[src/rtl/adder_pkg.sv]
// Shared definitions for the serial add/subtract family: default width and FSM state encoding.
package adder_pkg;

    localparam int WIDTH_DEFAULT = 16;

    // Encoding 2'd3 is unused and is steered back to IDLE by the FSM.
    typedef enum logic [1:0] {
        IDLE  = 2'd0,
        SHIFT = 2'd1,
        DONE  = 2'd2
    } state_t;

endpackage

[src/rtl/full_subtractor.sv]
// Combinational 1-bit full subtractor cell: d = a - b - bin, with borrow-out.
module full_subtractor (
    input  logic a,
    input  logic b,
    input  logic bin,
    output logic d,
    output logic bout
);

    assign d    = a ^ b ^ bin;
    assign bout = (~a & b) | (~(a ^ b) & bin);

endmodule

[src/rtl/serial_subtractor16.sv]
// Bit-serial subtractor: diff = a - b - bin, LSB first, one bit per clock, done pulse on completion.
module serial_subtractor16
    import adder_pkg::*;
#(
    parameter int WIDTH = WIDTH_DEFAULT
) (
    input  logic             clk,
    input  logic             rst_n,
    input  logic             start,
    input  logic [WIDTH-1:0] a,
    input  logic [WIDTH-1:0] b,
    input  logic             bin,
    output logic             busy,
    output logic             done,
    output logic [WIDTH-1:0] diff,
    output logic             bout
);

    localparam int CW = $clog2(WIDTH);
    localparam logic [CW-1:0] CNT_LAST = CW'(WIDTH - 1);

    state_t           state;
    logic [WIDTH-1:0] a_sr;
    logic [WIDTH-1:0] b_sr;
    logic [WIDTH-1:0] res_sr;
    logic             brw;
    logic [CW-1:0]    cnt;
    logic             d_bit;
    logic             brw_next;

    full_subtractor u_fs (
        .a    (a_sr[0]),
        .b    (b_sr[0]),
        .bin  (brw),
        .d    (d_bit),
        .bout (brw_next)
    );

    always_ff @(posedge clk or negedge rst_n) begin
        if (!rst_n) begin
            state  <= IDLE;
            busy   <= 1'b0;
            done   <= 1'b0;
            diff   <= '0;
            bout   <= 1'b0;
            a_sr   <= '0;
            b_sr   <= '0;
            res_sr <= '0;
            brw    <= 1'b0;
            cnt    <= '0;
        end else begin
            done <= 1'b0;
            case (state)
                // DONE accepts a new start exactly like IDLE for back-to-back operation.
                IDLE, DONE: begin
                    if (start) begin
                        a_sr  <= a;
                        b_sr  <= b;
                        brw   <= bin;
                        cnt   <= '0;
                        busy  <= 1'b1;
                        state <= SHIFT;
                    end else begin
                        state <= IDLE;
                    end
                end
                SHIFT: begin
                    res_sr <= {d_bit, res_sr[WIDTH-1:1]};
                    a_sr   <= {1'b0, a_sr[WIDTH-1:1]};
                    b_sr   <= {1'b0, b_sr[WIDTH-1:1]};
                    brw    <= brw_next;
                    if (cnt == CNT_LAST) begin
                        diff  <= {d_bit, res_sr[WIDTH-1:1]};
                        bout  <= brw_next;
                        done  <= 1'b1;
                        busy  <= 1'b0;
                        state <= DONE;
                    end else begin
                        cnt <= cnt + CW'(1);
                    end
                end
                default: begin
                    busy  <= 1'b0;
                    state <= IDLE;
                end
            endcase
        end
    end

endmodule

[config.mk]
export PLATFORM = sky130hd
export DESIGN_NAME = serial_subtractor16
export DESIGN_NICKNAME = d
export VERILOG_FILES = /design/src/rtl/adder_pkg.sv /design/src/rtl/full_subtractor.sv /design/src/rtl/serial_subtractor16.sv
export SDC_FILE = /design/constraint.sdc
export NUM_CORES = 1
export LEC_CHECK = 0
export CAP_MARGIN = 20
export CORE_MARGIN = 1.5
export CORE_UTILIZATION = 46
export CTS_BUF_LIST = sky130_fd_sc_hd__clkbuf_16
export DETAILED_ROUTE_END_ITERATION = 7
export PLACE_DENSITY = 0.71
export SLEW_MARGIN = 30
export SYNTH_ARGS = -nofsm -noshare
export SYNTH_HDL_FRONTEND = slang
export SYNTH_SLANG_ARGS = --single-unit
[constraint.sdc]
create_clock -name clk -period 4.2 [get_ports clk]
set_clock_uncertainty 0.2 [all_clocks]
set_input_delay 0.84 -clock clk [delete_from_list [all_inputs] [get_ports clk]]
set_output_delay 0.84 -clock clk [all_outputs]
set_load 0.03 [all_outputs]
==> impl_summary.md <==
Final layout
The library cell used most frequently in the layout, excluding fill and tap cells, is nand2_1. In the final layout, the share of cells above drive strength 1 is 0.114. The synthesis-to-finish area growth is 25.8%.

The number of diodes added for antenna fixing is 0. The final core utilization is 0.608. The final layout contains 394 nets. The top cell types in the final layout, fill and taps aside, are nand2_1 (107), dfrtp_1 (73), clkdlybuf4s50_1 (53).

GRT
The number of antenna violations at the first check in global routing was 0. The first global-routing pass estimated just over 10 mm of wire. The number of global-route vias before repair is 2212. The remaining global-route overflow is 0. In the global route stage, overall resource usage came out at 0.177.

The maximum number of pins on one net before global-route repair is 84.

CTS
The clock tree from TritonCTS is built. The depth of the CTS H-tree is 3. The total CTS buffers is 9. Counting along the longest clock path gives a buffer depth of 2.

The number of gates resized after CTS was 0. The clock insertion delay at the later pin of the skew report is between 0.3 and 0.4 ns. Counting every sink on the clock net gives 73. The buffers inserted during post-CTS setup optimization is 0. After clock tree synthesis, the clock-pin slew on the worst setup and hold paths is 0.05 ns. In this run, post-CTS hold repair placed 0 buffers. The tree is rooted in a clkbuf_16.

Worst setup path
The end of the worst register-to-register path is diff[13]$_DFFE_PN0P_. STA classifies the critical path endpoint as a flop. At the worst endpoint, the required time is 4.24 ns.

The kind of start point of the critical path is an input pin. The minimum setup slack among reg-to-reg paths is between 2 and 2.5 ns. The highest fanout seen on the critical path is 20. The critical path arrival is around 2.5 ns. In this run the critical register-to-register path is launched from state[1]$_DFFE_PN0P_. The length in cells of the worst reg-to-reg path is 3. The startpoint-to-endpoint class of the critical path is input pin to flop.

Status
The final reports fail on design-rule violations. The flow ran to the end, but the final reports show violations.

Placement
Prior to clock tree synthesis, the placed netlist has a worst setup slack of between 1 and 1.5 ns. Detailed placement finished with a half-perimeter wire length of around 3.6 mm. Routability-driven placement finished with a final weighted congestion of 0.744.

The number of buffers added on ports is 54.

Route
The total wire length after detailed routing is about 5.7 mm. The detailed-route via count is between 2000 and 2500. The detailed router's first-iteration violation count is approximately 130. The number of routed nets with antenna violations is 0. The post-detailed-route via-to-cell ratio is a little over 5.

The number of remaining DRC errors is 4. The first-pass iteration count of the detailed router is 6. Dividing the detail-routed wire length by the instance count gives 13.1 um.

Floorplanning
In this run the count of I/O pins placed on the die edge is 55. The area of the core is ~6500 um^2. The floorplan step set the die width to 85.4 um. The die outline area is around 7300 um^2.

The starting density of the core is 0.484. The count of standard-cell rows is 29. In this run the vertical extent of the chip is ~85 um.

Pwr
The leakage power total is roughly 0.0018 uW. For this design the ratio of total power to cell area is ~760 nW/um^2. The internal portion of the total power is 1890 uW. The share of total power dissipated in sequential elements is 0.403. Of the total power, the clock network draws 0.222. In this run the power spent charging and discharging nets is around 1100 uW. The worst voltage drop across the vdd grid is between 0.0003 and 0.0004 V. The share of total power dissipated in combinational logic is 0.376. The switching share of power is 0.371. The total power consumption of the routed design is 3000 uW.

STA
The number of slew-limit violations in the final report is 0. Setup repair after global routing left no endpoint under its margin. At the pin with the least slew margin, the transition time is about 0.84 ns. Setup slack closes at between 1.5 and 2 ns. The sum of negative setup slack is 0 ns.

Setup violations remaining at the end of the flow were counted as 0. The minimum period implied by the final worst setup slack is 2.45 ns. Based on the critical path, the design can be clocked at up to just over 400 MHz.

Across all hold checks on the routed design, the worst slack comes to between 0.2 and 0.3 ns. The worst pin sits at a relative slew slack of 0.440. In the finished design, the share of the clock period the worst path needs comes to 0.584. The final count of hold timing violations came to 0.

Yosys
The share of the Yosys chip area taken by registers is 0.585. The synthesized netlist occupies a cell area of around 3100 um^2. The cell accounting for the most synthesized area is dfrtp_1. Sorting the synthesized cells by area gives the leading types as dfrtp_1 (58%), nand2_1 (13%), a31oi_1 (6.0%). Each instance of the synthesized netlist takes up on average around 10 um^2.

The share of synthesized registers carrying an async set or reset is 1.00. The number of instances in the synthesized netlist is between 300 and 400. Yosys printed 0 warnings. The synthesized netlist net count is 346. Of the post-synthesis cell area, the dominant cell type holds 0.585. The unique cell type count in the Yosys netlist is 33. The synthesized design contains 0 enable-type register cells. The number of synthesized register bits is 73.

The leading register cell type out of synthesis is dfrtp_1.

Hold path
The min-delay analysis places its worst path in the category flop to flop. The critical hold path startpoint is res_sr[1]$_DFFE_PN0N_. The instance count along the most critical hold path is 2. The end point of the worst hold path is res_sr[1]$_DFFE_PN0N_.

Flow run
The number of maximum-capacitance violations is 0.
[worst max path at each step]
stage	startpoint	to	slack, ns	cells past startpoint
CTS	start	b_sr[0]$_DFFE_PN0P_	1.72	5
detailed placement	start	a_sr[9]$_DFFE_PN0P_	1.40	5
floorplan	start	brw$_DFFE_PN0P_	2.46	4
finish	start	b_sr[0]$_DFFE_PN0P_	1.75	5
global placement	start	cnt[3]$_DFFE_PN0P_	1.36	4
global route	start	a_sr[4]$_DFFE_PN0P_	1.55	5
[through the flow]
stage	std cells	area, um^2
finish	438	3930
global placement	422	3660
CTS	438	3920
detailed placement	422	3660
floorplan	308	3120
global route	438	3930
[cell usage after synthesis, types with 2 or more instances]
master	number
inv_1	5
a22o_1	2
mux2_2	7
and3_2	2
buf_2	12
mux2_4	9
nor2_1	34
nor2b_1	2
dfrtp_1	73
nand2_1	107
clkbuf_1	3
buf_4	2
a31oi_1	30
[critical path, stage by stage]
cell and delay [ns]:
clkdlybuf4s50_1 0.51, nor2b_2 0.53, buf_4 0.34, nand2_1 0.09, a31oi_1 0.18
[layer usage]
layer | part of all wire | GRT usage | wire length (um) | vias to the layer above
li1 | - | - | - | 1122
met1 | 0.48 | 0.241 | 2760 | 1086
met2 | 0.46 | 0.276 | 2650 | 57
met3 | 0.036 | 0.0350 | 208 | 11
met4 | 0.018 | 0.0792 | 105 | 0
met5 | 0 | 0 | 0 | -
[power groups by stage]
stage	Clock, uW	Combinational, uW	Sequential [uW]
after global placement	0	1110	1210
after detailed placement	0	1140	1210
final	666	1130	1210
after CTS	683	1140	1210
after floorplan	0	757	1290
after global routing	714	1270	1250
[cell families (layout without fill, tap and decap cells)]
logic type                 count (synthesis)  in the layout  synth area share
xor gates and xnor gates                   1              1           0.00280
muxes                                     17             17            0.0717
AOI/OAI and AO/OA                         40             40            0.0861
adders and majority gates                  2              2            0.0104
buffers and inverters                     24             77            0.0437
DFF                                       73             73             0.585
and+or+nand+nor                          151            151             0.200
[registers in the layout, summed over array words and instances (netlist names), 2 cells and up]
| name | flops |
|---|---|
| b_sr | 16 |
| a_sr | 16 |
| diff | 16 |
| res_sr | 15 |
| state | 2 |
| cnt | 4 |
[layout make-up]
cell class / instances / area, um^2
fill: 568 / 2530
sequential: 73 / 1830
multi-input combinational: 211 / 1160
timing repair buffer: 56 / 557
clock buffer: 9 / 225
tap: 77 / 96.3
clock inverter: 7 / 38.8
inverter: 5 / 18.8
(Power assumes the default switching activity.)
